### config.mk
export PLATFORM = sky130hd
export DESIGN_NAME = cv32e40px_apu_disp_q_flat
export DESIGN_NICKNAME = d
export VERILOG_FILES = /design/src/rtl/cv32e40px_apu_disp_q_if.sv /design/src/rtl/cv32e40px_apu_disp_q.sv /design/src/flat_wrapper.sv
export SDC_FILE = /design/constraint.sdc
export NUM_CORES = 1
export LEC_CHECK = 0
export BUFFER_PORTS_ARGS = -buffer_cell sky130_fd_sc_hd__buf_2
export CAP_MARGIN = 40
export CORE_ASPECT_RATIO = 0.5
export CORE_UTILIZATION = 50
export DETAILED_ROUTE_END_ITERATION = 7
export GPL_TIMING_DRIVEN = 0
export HOLD_SLACK_MARGIN = 0.05
export PLACE_DENSITY = 0.77
export SLEW_MARGIN = 25
export SYNTH_ARGS = -nofsm -noshare
export SYNTH_HDL_FRONTEND = slang
export SYNTH_SLANG_ARGS = --single-unit
### constraint.sdc
create_clock -name clk_i -period 2.2 [get_ports clk_i]
set_clock_uncertainty 0.2 [all_clocks]
set_input_delay 0.11 -clock clk_i [delete_from_list [all_inputs] [get_ports clk_i]]
set_output_delay 0.11 -clock clk_i [all_outputs]
set_load 0.01 [all_outputs]
### src/rtl/cv32e40px_apu_disp_q_if.sv
// APU interconnect handshake between the dispatcher and the APU.
// The dispatcher drives req; the APU answers with gnt and rvalid.
interface cv32e40px_apu_disp_q_if;
    logic req;
    logic gnt;
    logic rvalid;

    modport master (output req, input gnt, input rvalid);
    modport slave  (input req, output gnt, output rvalid);
endinterface

### src/rtl/cv32e40px_apu_disp_q.sv
// APU dispatcher with a DEPTH-deep in-order write-back address queue.
// It raises read/write dependency stalls against every queued destination.
module cv32e40px_apu_disp_q #(
    parameter int unsigned DEPTH   = 2,
    parameter int unsigned ADDR_W  = 6,
    parameter int unsigned N_READ  = 3,
    parameter int unsigned N_WRITE = 2,
    parameter int unsigned CNT_W   = $clog2(DEPTH + 1)
) (
    input  logic                            clk_i,
    input  logic                            rst_ni,
    cv32e40px_apu_disp_q_if.master          apu,
    input  logic                            enable_i,
    input  logic [1:0]                      apu_lat_i,
    input  logic [ADDR_W-1:0]               apu_waddr_i,
    output logic [ADDR_W-1:0]               apu_waddr_o,
    output logic                            apu_multicycle_o,
    output logic                            apu_singlecycle_o,
    output logic                            active_o,
    output logic [CNT_W-1:0]                count_o,
    output logic                            stall_o,
    input  logic                            is_decoding_i,
    input  logic [N_READ-1:0][ADDR_W-1:0]   read_regs_i,
    input  logic [N_READ-1:0]               read_regs_valid_i,
    output logic                            read_dep_o,
    output logic                            read_dep_for_jalr_o,
    input  logic [N_WRITE-1:0][ADDR_W-1:0]  write_regs_i,
    input  logic [N_WRITE-1:0]              write_regs_valid_i,
    output logic                            write_dep_o,
    output logic                            perf_type_o,
    output logic                            perf_cont_o,
    output logic                            spurious_o
);
    localparam int unsigned PTR_W = (DEPTH > 1) ? $clog2(DEPTH) : 1;
    localparam logic [PTR_W-1:0] LAST = PTR_W'(DEPTH - 1);
    localparam logic [CNT_W-1:0] FULL = CNT_W'(DEPTH);

    logic [ADDR_W-1:0] addr_q [DEPTH];
    logic [ADDR_W-1:0] addr_d [DEPTH];
    logic [DEPTH-1:0]  vld_q, vld_d;
    logic [PTR_W-1:0]  rptr_q, rptr_d;
    logic [PTR_W-1:0]  wptr_q, wptr_d;
    logic [CNT_W-1:0]  cnt_q, cnt_d;
    logic [1:0]        lat_q, lat_d;

    logic empty, stall_full, stall_type, stall_nack, valid_req;
    logic returned_head, returned_req, push, pop;
    logic req_rd, req_wr;
    logic [DEPTH-1:0] ent_rd, ent_wr, head_excl;

    // Pointers wrap at DEPTH, which need not be a power of two.
    function automatic logic [PTR_W-1:0] ptr_inc(input logic [PTR_W-1:0] p);
        return (p == LAST) ? '0 : p + 1'b1;
    endfunction

    assign empty      = (cnt_q == '0);
    assign stall_full = (cnt_q == FULL);
    assign stall_type = enable_i & !empty &
                        ((apu_lat_i == 2'd1) |
                         ((apu_lat_i == 2'd2) & (lat_q == 2'd3)) |
                         (apu_lat_i == 2'd3));
    assign valid_req  = enable_i & !stall_full & !stall_type;
    assign stall_nack = valid_req & !apu.gnt;

    assign returned_head = apu.rvalid & !empty;
    assign returned_req  = valid_req & apu.rvalid & empty;
    assign push = valid_req & apu.gnt & !returned_req;
    assign pop  = returned_head;

    assign apu.req           = valid_req;
    assign stall_o           = stall_full | stall_type | stall_nack;
    assign perf_type_o       = stall_type;
    assign perf_cont_o       = stall_nack;
    assign active_o          = !empty;
    assign apu_singlecycle_o = empty;
    assign apu_multicycle_o  = (lat_q == 2'd3);
    assign count_o           = cnt_q;
    assign spurious_o        = apu.rvalid & empty & !valid_req;

    always_comb begin
        apu_waddr_o = '0;
        if (returned_head) begin
            apu_waddr_o = addr_q[rptr_q];
        end else if (returned_req) begin
            apu_waddr_o = apu_waddr_i;
        end
    end

    always_comb begin
        req_rd = 1'b0;
        req_wr = 1'b0;
        ent_rd = '0;
        ent_wr = '0;
        for (int r = 0; r < int'(N_READ); r++) begin
            req_rd = req_rd | (read_regs_valid_i[r] &
                               (read_regs_i[r] == apu_waddr_i));
            for (int e = 0; e < int'(DEPTH); e++) begin
                ent_rd[e] = ent_rd[e] | (read_regs_valid_i[r] &
                                         (read_regs_i[r] == addr_q[e]));
            end
        end
        for (int w = 0; w < int'(N_WRITE); w++) begin
            req_wr = req_wr | (write_regs_valid_i[w] &
                               (write_regs_i[w] == apu_waddr_i));
            for (int e = 0; e < int'(DEPTH); e++) begin
                ent_wr[e] = ent_wr[e] | (write_regs_valid_i[w] &
                                         (write_regs_i[w] == addr_q[e]));
            end
        end
    end

    // The head retiring this cycle no longer blocks the decoder.
    always_comb begin
        head_excl = '0;
        if (returned_head) head_excl[rptr_q] = 1'b1;
    end

    assign read_dep_o = is_decoding_i &
                        ((|(ent_rd & vld_q & ~head_excl)) |
                         (valid_req & !returned_req & req_rd));
    assign write_dep_o = is_decoding_i &
                         ((|(ent_wr & vld_q & ~head_excl)) |
                          (valid_req & !returned_req & req_wr));
    assign read_dep_for_jalr_o = is_decoding_i &
                                 ((enable_i & req_rd) | (|(ent_rd & vld_q)));

    always_comb begin
        addr_d = addr_q;
        vld_d  = vld_q;
        rptr_d = rptr_q;
        wptr_d = wptr_q;
        cnt_d  = cnt_q;
        lat_d  = lat_q;
        if (valid_req) lat_d = apu_lat_i;
        if (pop) begin
            vld_d[rptr_q] = 1'b0;
            rptr_d        = ptr_inc(rptr_q);
        end
        if (push) begin
            addr_d[wptr_q] = apu_waddr_i;
            vld_d[wptr_q]  = 1'b1;
            wptr_d         = ptr_inc(wptr_q);
        end
        if (push && !pop) begin
            cnt_d = cnt_q + 1'b1;
        end else if (pop && !push) begin
            cnt_d = cnt_q - 1'b1;
        end
    end

    always_ff @(posedge clk_i or negedge rst_ni) begin
        if (!rst_ni) begin
            for (int e = 0; e < int'(DEPTH); e++) addr_q[e] <= '0;
            vld_q  <= '0;
            rptr_q <= '0;
            wptr_q <= '0;
            cnt_q  <= '0;
            lat_q  <= '0;
        end else begin
            addr_q <= addr_d;
            vld_q  <= vld_d;
            rptr_q <= rptr_d;
            wptr_q <= wptr_d;
            cnt_q  <= cnt_d;
            lat_q  <= lat_d;
        end
    end
endmodule

### src/flat_wrapper.sv
// flat-port wrapper written by rule: the top's interface ports become plain ports
module cv32e40px_apu_disp_q_flat 
#(
    parameter int unsigned DEPTH   = 2,
    parameter int unsigned ADDR_W  = 6,
    parameter int unsigned N_READ  = 3,
    parameter int unsigned N_WRITE = 2,
    parameter int unsigned CNT_W   = $clog2(DEPTH + 1)
)
  (clk_i, rst_ni, enable_i, apu_lat_i, apu_waddr_i, apu_waddr_o, apu_multicycle_o, apu_singlecycle_o, active_o, count_o, stall_o, is_decoding_i, read_regs_i, read_regs_valid_i, read_dep_o, read_dep_for_jalr_o, write_regs_i, write_regs_valid_i, write_dep_o, perf_type_o, perf_cont_o, spurious_o, apu_req, apu_gnt, apu_rvalid);
  cv32e40px_apu_disp_q_if apu_i ();
  input  logic clk_i;
  input  logic rst_ni;
  input  logic enable_i;
  input  logic [1:0] apu_lat_i;
  input  logic [ADDR_W-1:0] apu_waddr_i;
  output logic [ADDR_W-1:0] apu_waddr_o;
  output logic apu_multicycle_o;
  output logic apu_singlecycle_o;
  output logic active_o;
  output logic [CNT_W-1:0] count_o;
  output logic stall_o;
  input  logic is_decoding_i;
  input  logic [N_READ-1:0][ADDR_W-1:0] read_regs_i;
  input  logic [N_READ-1:0] read_regs_valid_i;
  output logic read_dep_o;
  output logic read_dep_for_jalr_o;
  input  logic [N_WRITE-1:0][ADDR_W-1:0] write_regs_i;
  input  logic [N_WRITE-1:0] write_regs_valid_i;
  output logic write_dep_o;
  output logic perf_type_o;
  output logic perf_cont_o;
  output logic spurious_o;
  output wire logic [$bits(apu_i.req)-1:0] apu_req;
  input wire logic [$bits(apu_i.gnt)-1:0] apu_gnt;
  input wire logic [$bits(apu_i.rvalid)-1:0] apu_rvalid;
  assign apu_req = apu_i.req;
  assign apu_i.gnt = apu_gnt;
  assign apu_i.rvalid = apu_rvalid;
  cv32e40px_apu_disp_q #(.DEPTH(DEPTH), .ADDR_W(ADDR_W), .N_READ(N_READ), .N_WRITE(N_WRITE), .CNT_W(CNT_W)) u_core (.clk_i(clk_i), .rst_ni(rst_ni), .apu(apu_i), .enable_i(enable_i), .apu_lat_i(apu_lat_i), .apu_waddr_i(apu_waddr_i), .apu_waddr_o(apu_waddr_o), .apu_multicycle_o(apu_multicycle_o), .apu_singlecycle_o(apu_singlecycle_o), .active_o(active_o), .count_o(count_o), .stall_o(stall_o), .is_decoding_i(is_decoding_i), .read_regs_i(read_regs_i), .read_regs_valid_i(read_regs_valid_i), .read_dep_o(read_dep_o), .read_dep_for_jalr_o(read_dep_for_jalr_o), .write_regs_i(write_regs_i), .write_regs_valid_i(write_regs_valid_i), .write_dep_o(write_dep_o), .perf_type_o(perf_type_o), .perf_cont_o(perf_cont_o), .spurious_o(spurious_o));
endmodule
==> results by group, run 1 <==
Critical path
  • Levels on crit path: 7
  • R2r setup slk: -0.01 ns
  • Crit path launch type: flop
  • CP arrival: 1.93 ns
  • Buf+Inv Stages, Crit Path: 2
  • Worst flop-to-flop path startpoint: u_core.count_o[1]
  • CP max-delay cell: dfrtp_1
  • CP max stage delay: 0.38 ns
  • Crit-path max FO: 6
  • Crit end category: output port
  • WS Path Type: reg -> out
  • Critical Path Source: u_core.addr_q[10]
  • CP Capture Point: read_dep_for_jalr_o
  • Delay-heaviest family, CP: simple AND/OR/NAND/NOR gates
  • CP Data Required Time: 1.89 ns
  • Reg-to-reg endpoint: u_core.addr_q[6]
  • Reg2reg path depth: 6
  • CP Cell Sequence: buf_6 > xnor2_2 > nand4_1 > nor4_2 > o31ai_1 > o221ai_1 > buf_2

Detailed routing
  • Total Wirelength: ~6.9 mm
  • Per-cell routed wire length: 18.24 microns
  • DR pass1 iterations: 5
  • Vias per inst: roughly 5.9
  • Final ANT Viol Nets: 0
  • Routed vias: 2219
  • DR iter-0 viols: 180
  • Residual DRC: 0

Min path
  • Worst Hold Class: in -> async

CTS
  • Worst skew pair latency: between 0.2 and 0.3 ns
  • TritonCTS Buffers: 3
  • Max clock buf depth: 2
  • Clock transition at path regs: approximately 0.08 ns
  • CTS Sinks: 20
  • CTS tree: done
  • Clock root buffer: clkbuf_8
  • H-Tree Depth: 1

Cells and area
  • Layout overhead on the synthesized area: 33.50%
  • # diodes: 0
  • Fill cell count: 319
  • Final net count: 373
  • Final std cells w/o fill: 376
  • Post-route cell area: 2952 sq um
  • Share of layout cells above drive strength 1: 0.3975

STA
  • Final hold slack: ~0.12 ns
  • Max-slew headroom: 0.6272
  • Final hold vios: 0
  • RSZ-0062 raised after global routing: yes
  • Clock period minus worst slack: 2.236 ns
  • Slew Viols, Final: 0
  • Worst slew pin tran: 0.5541 ns
  • Setup TNS: -0.06410 ns
  • Final period util: 1.017
  • Fmax: 447.2 MHz
  • Final setup vio count: 4
  • Min setup slack post-route: -0.03638 ns

Synth
  • Post-synth ARST share: 1.000
  • YS warnings: 0
  • Synth Flop Type: dfrtp_1
  • Post-synth net total: 292
  • Sequential share of the synthesized area: 0.2264
  • Synth Register Bits: 20
  • Library cells used by synthesis: 31
  • Mean Syn Cell Area: between 9 and 10 sq um
  • Post-synth EDFFs: 0
  • Synthesized instance count: 242
  • Mapped Area: around 2200 sq um

Placed design
  • Placed cell count: 357
  • GP Congestion: 0.9264
  • Placed cell areas: around 2600 sq um
  • I/O Buffers: 61
  • DP HPWL: 4.675 mm

Global routing
  • Most Crowded Layer GR: met2
  • Largest net degree at the start of global routing: 21
  • Met3 global-route usage: 0.05763
  • First-pass GRT wire length: 10.27 mm
  • Initial antenna violation count: 0
  • GRT Util Overall: 0.2926
  • GRT met1 Usage: 0.3864
  • Number of global-route vias before repair: 2126
  • Grt ovf: 0
  • M2 GR Usage: 0.4752

Floorplan
  • Die Wd: 96.04 microns
  • Die Height: between 40 and 50 microns
  • IO Count: between 60 and 70
  • Die area: around 4700 sq um
  • # rows: 16
  • Starting Density: 0.5440
  • Core outline area: 4064 sq um

Status
  • Outcome: finished with violations
  • Failing checks: negative setup slack

Pwr
  • Max rail drop VDD: 0.0006905 V
  • Leakage: 0.001348 uW
  • Pwr/cell area: between 1000 and 1500 nW/um^2

Flow run
  • MaxCap Viol Count: 0
-- stage by stage --
stage	total power (uW)	setup slack (ns)	util
global placement	2513	-0.0009048	0.6358
CTS	2908	0.008980	0.6838
detailed placement	2573	-0.005594	0.6358
finish	3206	-0.03638	0.7263
floorplan	2052	0.1220	-
global route	3384	-0.08610	0.7263
-- logic make-up after synthesis --
logic type	after synthesis	share of synthesized area
xor gates and xnor gates	95	0.3763
and+or+nand+nor	52	0.1324
buffers and inverters	30	0.07923
AOI/OAI and AO/OA	24	0.07130
muxes	20	0.1087
DFF	20	0.2264
adders and majority gates	1	0.005658
-- power breakdown --
group	internal, uW	total [uW]	switching, uW
registers	556	720	164
logic	1060	2200	1140
clock network	160	286	126
-- worst min-delay path by stage --
stage	depth (start not counted)	end	start
floorplan	0	u_core.addr_q[0]	rst_ni
global placement	1	u_core.lat_q[0]	rst_ni
detailed placement	1	u_core.lat_q[1]	rst_ni
CTS	2	u_core.lat_q[1]	rst_ni
global route	2	u_core.addr_q[10]	rst_ni
finish	2	u_core.lat_q[1]	rst_ni
-- state kept, by name (all words and copies together), names as in the netlist --
name,cells
u_core.addr_q,12
u_core.count_o,2
u_core.lat_q,2
u_core.rptr_q,1
u_core.vld_q,2
u_core.wptr_q,1
-- metal layers --
metal,share of wire,wire [microns],vias to the layer above
li1,-,-,990
met2,0.46,3161,149
met1,0.41,2816,1053
met3,0.10,696,27
met4,0.027,182,0
met5,0,0,-
-- worst register-to-register path, stage by stage, from the launching register on --
cell and delay [ns]:
dfrtp_2 0.46, or3_4 0.41, a21boi_4 0.27, buf_6 0.13, and3b_1 0.17, buf_6 0.15
mux2_4 0.31
-- layout by cell type, fill, tap and decap left out, types with 2 or more instances in the layout --
cell and instances:
mux2i_1 6, buf_6 7, dfrtp_1 17, buf_2 62
mux2_2 8, clkbuf_8 4, o21ai_0 10, nor2_1 4
dlygate4sd3_1 10, inv_1 8, mux2_4 6, a31oi_1 2
o31ai_1 2, nand2_1 11, nand4_1 15, o221ai_1 2
buf_4 16, dfrtp_2 3, xnor2_1 41, o311ai_0 2
xor2_1 47, nor4_2 8, o21bai_1 2, xnor2_2 7
nor4_1 7
-- layout make-up --
cell class	instances	area (sq um)	share of cell area
buffer	20	161.4	0.05468
timing repair buffer	78	469.2	0.1590
sequential	20	504.2	0.1708
clock buffer	4	55.05	0.01865
multi-input combinational	192	1664	0.5638
tap	54	67.56	0.02289
inverter	8	30.03	0.01017
-- cell usage after synthesis, drive strengths merged (4+ instances only) --
| cell | count | area share |
|---|---|---|
| nor4 | 15 | 0.042 |
| nor2 | 4 | 0.0068 |
| nand2 | 12 | 0.020 |
| nand4 | 15 | 0.042 |
| dfrtp | 20 | 0.23 |
| clkbuf | 4 | 0.0068 |
| mux2i | 6 | 0.027 |
| xor2 | 47 | 0.19 |
| inv | 8 | 0.014 |
| o21ai | 12 | 0.029 |
| mux2 | 14 | 0.081 |
| xnor2 | 48 | 0.19 |
| buf | 18 | 0.059 |
-- what timing repair did --
action / CTS / global route
endpoints found under the hold margin: 37 / 0
setup endpoints to repair: 4 / 13
setup buffers: 1 / 6
gates resized for setup: 6 / 31
hold buffers: 11 / 0
pin swaps: 2 / 14
(Power assumes the default switching activity.)
==> run 2, diff against run 1 <==
Settings changed: CORE_ASPECT_RATIO 0.5 to 1.4.
==> run 2 against run 1 <==
Compared with the run above: the flow now finishes without violations; fmax is 3.2% higher; utilization shrank 3.2 points; final cell count decreased by 0.53%; setup slack better by 0.070 ns; cell area is 0.34% lower; critical path type is now in -> out; largest cell class unchanged.
==> results by group, run 2 (same netlist as run 1, synthesis figures left out) <==
Status
  • Outcome: completed (was finished with violations)

Cells and area
  • Most common cell after layout, fill and taps aside: buf_2 (unchanged)
  • Fill cell count: 328 (was 319)
  • Most frequent cells in the layout: buf_2 (61), xor2_1 (47), xnor2_1 (38), dfrtp_1 (19), nand4_1 (15) (was buf_2 (62), xor2_1 (47), xnor2_1 (41), dfrtp_1 (17), buf_4 (16))
  • Max FFs per register: 12 (unchanged)
  • # diodes: 0 (unchanged)
  • Share of layout cells above drive strength 1: 0.3981 (was 0.3975)
  • Post-route cell area: 2942 sq um (was 2952 sq um)
  • Layout overhead on the synthesized area: 33.05% (was 33.50%)
  • Largest reg by FF count: u_core.addr_q (unchanged)
  • Final net count: 365 (was 373)

Floorplan
  • Starting Density: 0.5215 (was 0.5440)
  • Die Height: 80.68 microns (was 49.02 microns)
  • # rows: 28 (was 16)
  • IO Count: 68 (unchanged)
  • Die Wd: 58.20 microns (was 96.04 microns)
  • Die area: 4696 sq um (was 4708 sq um)
  • Core outline area: 4239 sq um (was 4064 sq um)

STA
  • Min setup slack post-route: 0.03368 ns (was -0.03638 ns)
  • Fmax: 461.6 MHz (was 447.2 MHz)
  • Final setup vio count: 0 (was 4)
  • Max-slew headroom: 0.6805 (was 0.6272)
  • Worst slew pin tran: 0.4792 ns (was 0.5541 ns)
  • Clock period minus worst slack: 2.166 ns (was 2.236 ns)
  • Final hold vios: 0 (unchanged)
  • Setup TNS: 0 ns (was -0.06410 ns)
  • Final hold slack: 0.1270 ns (was 0.1183 ns)
  • RSZ-0062 raised after global routing: yes (unchanged)
  • Slew Viols, Final: 0 (unchanged)
  • Final period util: 0.9847 (was 1.017)

Critical path
  • Reg-to-reg endpoint: u_core.count_o[1] (was u_core.addr_q[6])
  • Crit end category: output port (unchanged)
  • Crit path launch type: input port (was flop)
  • Worst flop-to-flop path startpoint: u_core.count_o[0] (was u_core.count_o[1])
  • Crit-path max FO: 8 (was 6)
  • WS Path Type: in -> out (was reg -> out)
  • CP arrival: 1.86 ns (was 1.93 ns)
  • R2r setup slk: 0.05 ns (was -0.01 ns)
  • Reg2reg path depth: 9 (was 6)
  • CP Data Required Time: 1.89 ns (about the same)

Global routing
  • First-pass GRT wire length: 9.432 mm (was 10.27 mm)
  • Largest net degree at the start of global routing: 21 (unchanged)
  • Number of global-route vias before repair: 2033 (was 2126)
  • GRT Util Overall: 0.2689 (was 0.2926)
  • Initial antenna violation count: 0 (unchanged)
  • Grt ovf: 0 (unchanged)

Flow run
  • MaxCap Viol Count: 0 (unchanged)

CTS
  • TritonCTS Buffers: 3 (unchanged)
  • CTS Sinks: 20 (unchanged)
  • CTS tree: done (unchanged)
  • H-Tree Depth: 1 (unchanged)
  • Worst skew pair latency: 0.27 ns (was 0.26 ns)
  • Clock root buffer: clkbuf_8 (unchanged)
  • Clock transition at path regs: 0.07 ns (was 0.08 ns)
  • Max clock buf depth: 2 (unchanged)

Pwr
  • Max rail drop VDD: 0.0006347 V (was 0.0006905 V)
  • Leakage: 0.001324 uW (was 0.001348 uW)
  • Pwr/cell area: 1048 nW/um^2 (was 1086 nW/um^2)

Detailed routing
  • Residual DRC: 0 (unchanged)
  • DR pass1 iterations: 4 (was 5)
  • Total Wirelength: 6.272 mm (was 6.857 mm)
  • Per-cell routed wire length: 16.77 microns (was 18.24 microns)
  • Vias per inst: 5.535 (was 5.902)
  • Final ANT Viol Nets: 0 (unchanged)
  • Routed vias: 2070 (was 2219)
  • DR iter-0 viols: 80 (was 180)

Placed design
  • Placement Setup Slack: -0.01668 ns (was -0.005594 ns)
  • DP HPWL: 4.482 mm (was 4.675 mm)
  • Placed cell areas: 2591 sq um (was 2584 sq um)
  • I/O Buffers: 61 (unchanged)
  • GP Congestion: 0.8889 (was 0.9264)

Min path
  • Worst Hold Class: in -> async (unchanged)
run 2: cell count changes in the layout (fill, tap and decap cells not counted), sizes merged:
cell          previous run  this run
buf                     85        79
clkbuf                   6         4
dlymetal6s4s             1         0
dlygate4sd3             10        11
run 2: per-layer routing:
| layer | up-vias | track usage | share of wire |
|---|---|---|---|
| li1 | 972 | - | - |
| met1 | 993 | 0.3141 | 0.40 |
| met2 | 86 | 0.4839 | 0.51 |
| met3 | 19 | 0.02093 | 0.050 |
| met4 | 0 | 0.1310 | 0.042 |
| met5 | - | 0 | 0 |
run 2: layout make-up:
type / instances / area (sq um) / area share
clock buffers: 4 / 55.05 / 0.01872
plain buffers: 17 / 146.4 / 0.04977
flip-flops and latches: 20 / 501.7 / 0.1706
multi-input cells: 192 / 1710 / 0.5815
inverters: 8 / 30.03 / 0.01021
repair buffers: 73 / 422.9 / 0.1438
well taps: 60 / 75.07 / 0.02552
run 2: power by group:
group / internal, uW / switching (uW) / total, uW / leakage [uW]
Clock: 160 / 132 / 292 / 0.0000288
Combinational: 1010 / 1000 / 2010 / 0.00105
Sequential: 552 / 223 / 775 / 0.000241
run 2: what timing repair did:
item / in CTS / in global routing
gates cloned: 0 / 0
pin swaps: 1 / 14
endpoints found under the hold margin: 37 / 0
gates resized for setup: 3 / 41
hold buffers: 11 / 0
setup endpoints to repair: 4 / 16
setup buffers: 0 / 1
run 2: worst max path at each step:
| stage | startpoint | cells past startpoint | endpoint |
|---|---|---|---|
| 2_1_floorplan | u_core.count_o[0] | 9 | u_core.count_o[1] |
| 3_3_place_gp | u_core.count_o[0] | 9 | u_core.count_o[1] |
| 3_5_place_dp | u_core.count_o[0] | 8 | u_core.count_o[1] |
| 4_1_cts | u_core.count_o[0] | 6 | read_dep_o |
| 5_1_grt | u_core.count_o[0] | 8 | u_core.count_o[1] |
| 6_report | apu_waddr_i[3] | 7 | read_dep_o |
run 2: through the flow:
step / total power [uW] / utilization / std cells
after floorplan: 2052 / - / 242
after global placement: 2488 / 0.6113 / 363
after detailed placement: 2530 / 0.6113 / 363
after CTS: 2849 / 0.6526 / 375
after global routing: 3264 / 0.6939 / 374
final: 3082 / 0.6939 / 374
run 2: worst max-delay path, stage by stage:
cell and delay, ns:
dlygate4sd3_1 0.54, buf_4 0.18, xor2_1 0.16, nor4_1 0.44
o311ai_1 0.14, o221ai_1 0.11, buf_2 0.17
==> run 3, diff against run 2 <==
Settings changed: ABC_AREA set to 1, PLACE_DENSITY 0.77 to 0.76.
==> run 3 against run 2 <==
Compared with the run above: the flow now finishes with violations (design-rule violations); sequential share of layout area is 1.2 points lower; fmax is 1.6% higher; clock-buffer cell count is 1 lower; clock power is 29% higher; cell area is 10% higher; largest cell class unchanged; largest power group unchanged.
==> results by group, run 3 <==
Status
  • Outcome: finished with violations (was completed)
  • Failing checks: design-rule violations

Placed design
  • DP HPWL: 7.286 mm (was 4.482 mm)
  • Placed cell count: 596 (was 363)
  • I/O Buffers: 62 (was 61)
  • GP Congestion: 0.9891 (was 0.8889)
  • Placed cell areas: 2890 sq um (was 2591 sq um)

Pwr
  • Pwr/cell area: 1032 nW/um^2 (was 1048 nW/um^2)
  • Leakage: 0.001889 uW (was 0.001324 uW)
  • Switching share of power: 0.5128 (was 0.4404)
  • Net Sw Power: 1716 uW (was 1357 uW)
  • Gate power share: 0.626 (was 0.654)
  • Reg power frac: 0.261 (was 0.252)
  • Max rail drop VDD: 0.0007472 V (was 0.0006347 V)
  • Power share of the clock group: 0.112 (was 0.095)
  • Pint: 1630 uW (was 1724 uW)

Critical path
  • CP Data Required Time: 2.15 ns (was 1.89 ns)
  • WS Path Type: reg -> reg (was in -> out)
  • CP max stage delay: 0.45 ns (was 0.54 ns)
  • Crit end category: flop (was output port)
  • CP max-delay cell: dfrtp_2 (was dlygate4sd3_1)
  • Crit-path max FO: 5 (was 8)
  • CP Cell Sequence: nor2_4 > inv_2 > nand3_2 > nand2_4 > nor2_4 > nand2_4 > inv_1 > ha_1 > a21oi_2 > o21ai_1 > xor2_1 (was dlygate4sd3_1 > buf_4 > xor2_1 > nor4_1 > o311ai_1 > o221ai_1 > buf_2)
  • Crit path launch type: flop (was input port)
  • CP arrival: 2.08 ns (was 1.86 ns)

Global routing
  • Largest net degree at the start of global routing: 21 (unchanged)
  • First-pass GRT wire length: 14.90 mm (was 9.432 mm)
  • Number of global-route vias before repair: 3139 (was 2033)
  • GRT Util Overall: 0.3935 (was 0.2689)
  • Initial antenna violation count: 0 (unchanged)
  • Grt ovf: 0 (unchanged)

Synth
  • Yosys top cell area share: 0.3348 (was 0.2264)
  • Most frequent cell after synthesis: nand2_1 (was xnor2_1)
  • Library cells used by synthesis: 26 (was 31)
  • Synth area leaders: nand2_1 (33%), dfrtp_1 (20%), inv_1 (12%) (was dfrtp_1 (23%), xnor2_1 (19%), xor2_1 (19%))
  • Cell taking the most area after synthesis: nand2_1 (was dfrtp_1)
  • Post-synth net total: 520 (was 292)
  • Synth Register Bits: 20 (unchanged)
  • Mean Syn Cell Area: 5.319 sq um (was 9.136 sq um)
  • YS warnings: 0 (unchanged)
  • Synthesized instance count: 470 (was 242)
  • Mapped Area: 2500 sq um (was 2211 sq um)
  • Post-synth EDFFs: 0 (unchanged)
  • Post-synth ARST share: 1.000 (unchanged)
  • Synth Flop Type: dfrtp_1 (unchanged)
  • Synth cell count leaders: nand2_1 (223), inv_1 (79), nor2_1 (31) (was xnor2_1 (48), xor2_1 (47), dfrtp_1 (20))
  • Sequential share of the synthesized area: 0.2002 (was 0.2264)

Cells and area
  • Largest reg by FF count: u_core.addr_q (unchanged)
  • Layout overhead on the synthesized area: 29.73% (was 33.05%)
  • Final net count: 611 (was 365)
  • Most common cell after layout, fill and taps aside: nand2_1 (was buf_2)
  • # diodes: 0 (unchanged)
  • Fill cell count: 484 (was 328)
  • Share of layout cells above drive strength 1: 0.2250 (was 0.3981)
  • Most frequent cells in the layout: nand2_1 (223), inv_1 (70), buf_2 (68), nor2_1 (30), o21ai_0 (20) (was buf_2 (61), xor2_1 (47), xnor2_1 (38), dfrtp_1 (19), nand4_1 (15))
  • Max FFs per register: 12 (unchanged)
  • Final std cells w/o fill: 624 (was 374)
  • Final core utilization: 0.6698 (was 0.6939)
  • Post-route cell area: 3243 sq um (was 2942 sq um)

STA
  • Final hold vios: 0 (unchanged)
  • Final period util: 0.9693 (was 0.9847)
  • Max-slew headroom: 0.6957 (was 0.6805)
  • Fmax: 468.9 MHz (was 461.6 MHz)
  • RSZ-0062 raised after global routing: yes (unchanged)
  • Setup TNS: 0 ns (unchanged)
  • Worst slew pin tran: 0.4564 ns (was 0.4792 ns)
  • Final hold slack: 0.1234 ns (was 0.1270 ns)
  • Final setup vio count: 0 (unchanged)
  • Slew Viols, Final: 0 (unchanged)
  • Clock period minus worst slack: 2.133 ns (was 2.166 ns)

Detailed routing
  • Vias per inst: 5.471 (was 5.535)
  • Met3 wire length: 893 microns (was 315 microns)
  • DR pass1 iterations: 7 (was 4)
  • Uppermost layer routed: met4 (unchanged)
  • Final ANT Viol Nets: 0 (unchanged)
  • Met1 wire length: 3.694 mm (was 2.513 mm)
  • Residual DRC: 1 (was 0)
  • Routed vias: 3414 (was 2070)
  • Per-cell routed wire length: 16.24 microns (was 16.77 microns)
  • DR iter-0 viols: 340 (was 80)
  • Met2 wire length: 4.797 mm (was 3.181 mm)
  • Total Wirelength: 10.14 mm (was 6.272 mm)

Floorplan
  • IO Count: 68 (unchanged)
  • Die Wd: 61.76 microns (was 58.20 microns)
  • Starting Density: 0.5163 (was 0.5215)
  • Core outline area: 4842 sq um (was 4239 sq um)
  • # rows: 30 (was 28)
  • Die Height: 85.67 microns (was 80.68 microns)
  • Die area: 5291 sq um (was 4696 sq um)

Flow run
  • MaxCap Viol Count: 0 (unchanged)

CTS
  • Clock root buffer: clkbuf_8 (unchanged)
  • Clock transition at path regs: 0.08 ns (was 0.07 ns)
  • CTS tree: done (unchanged)
  • CTS Sinks: 20 (unchanged)
  • Max clock buf depth: 2 (unchanged)
  • H-Tree Depth: 1 (unchanged)
  • Worst skew pair latency: 0.26 ns (was 0.27 ns)
  • TritonCTS Buffers: 3 (unchanged)

Min path
  • Worst Hold Class: in -> async (unchanged)
==> run 3: changes by cell type in the layout (fill, tap and decap cells not counted), moves of 12 or more <==
cell / previous run / this run
o21ai_0: 8 / 20
nor2_1: 3 / 30
nand3_1: 0 / 13
xor2_1: 47 / 6
nand2_1: 11 / 223
inv_1: 8 / 70
xnor2_1: 38 / 4
==> run 3: cell type report <==
class	instances	area (sq um)	area share
multi-input combinational	358	1660	0.5120
timing repair buffer	87	526.8	0.1624
sequential	20	514.2	0.1586
inverter	82	330.3	0.1019
tap	64	80.08	0.02469
buffer	9	60.06	0.01852
clock buffer	3	41.29	0.01273
clock inverter	1	30.03	0.009259
==> run 3: power groups by stage <==
stage	clock [uW]	combinational [uW]	sequential, uW
3_3_place_gp	0	1740	816
5_1_grt	386	2290	881
3_5_place_dp	0	1760	817
6_report	376	2100	874
4_1_cts	372	1750	846
2_1_floorplan	0	1190	721
==> run 3: critical path, delay by kind of cell (launching register included) <==
| family | cells | cell delay (ns) |
|---|---|---|
| simple gates | 5 | 0.58 |
| flops | 1 | 0.45 |
| fa+ha+maj | 1 | 0.25 |
| compound gates | 2 | 0.24 |
| xor+xnor | 1 | 0.15 |
| buf+inv | 2 | 0.14 |
==> run 3: per-stage QoR <==
| step | worst slack (ns) | total power, uW |
|---|---|---|
| 6_report | 0.06749 | 3346 |
| 5_1_grt | -0.02089 | 3557 |
| 4_1_cts | 0.01076 | 2970 |
| 3_5_place_dp | -0.07978 | 2573 |
| 3_3_place_gp | -0.04960 | 2556 |
| 2_1_floorplan | 0.02093 | 1907 |
==> run 3: timing repair <==
action / in CTS / in global routing
resized for setup: 6 / 28
endpoints found under the hold margin: 35 / 0
gates cloned: 0 / 0
setup endpoints to repair: 6 / 10
hold buffers: 10 / 0
pin swaps: 0 / 4
setup buffers: 0 / 15
==> run 3: logic make-up after synthesis <==
logic type,count (synthesis),synth area share
and+or+nand+nor,293,0.4810
buffers and inverters,92,0.1476
AOI/OAI and AO/OA,54,0.1311
DFF,20,0.2002
xor gates and xnor gates,10,0.03503
adders and majority gates,1,0.005004
==> run 3: routing by layer <==
metal,GRT usage,vias up
met4,0.2869,0
met3,0.07240,58
met2,0.6549,211
met1,0.4256,1516
li1,-,1629
met5,0,-
==> run 3: final timing paths <==
kind | start | depth (start not counted) | slack (ns) | to
setup reg to reg | u_core.count_o[1] | 11 | 0.07 | u_core.count_o[1]
min in group clk_i | apu_rvalid | 6 | 0.16 | u_core.rptr_q
max in group asynchronous | rst_ni | 2 | 1.33 | u_core.addr_q[2]
hold / removal | rst_ni | 2 | 0.12 | u_core.rptr_q
hold reg to reg | u_core.lat_q[1] | 2 | 0.29 | u_core.lat_q[1]
setup / recovery | u_core.count_o[1] | 11 | 0.07 | u_core.count_o[1]
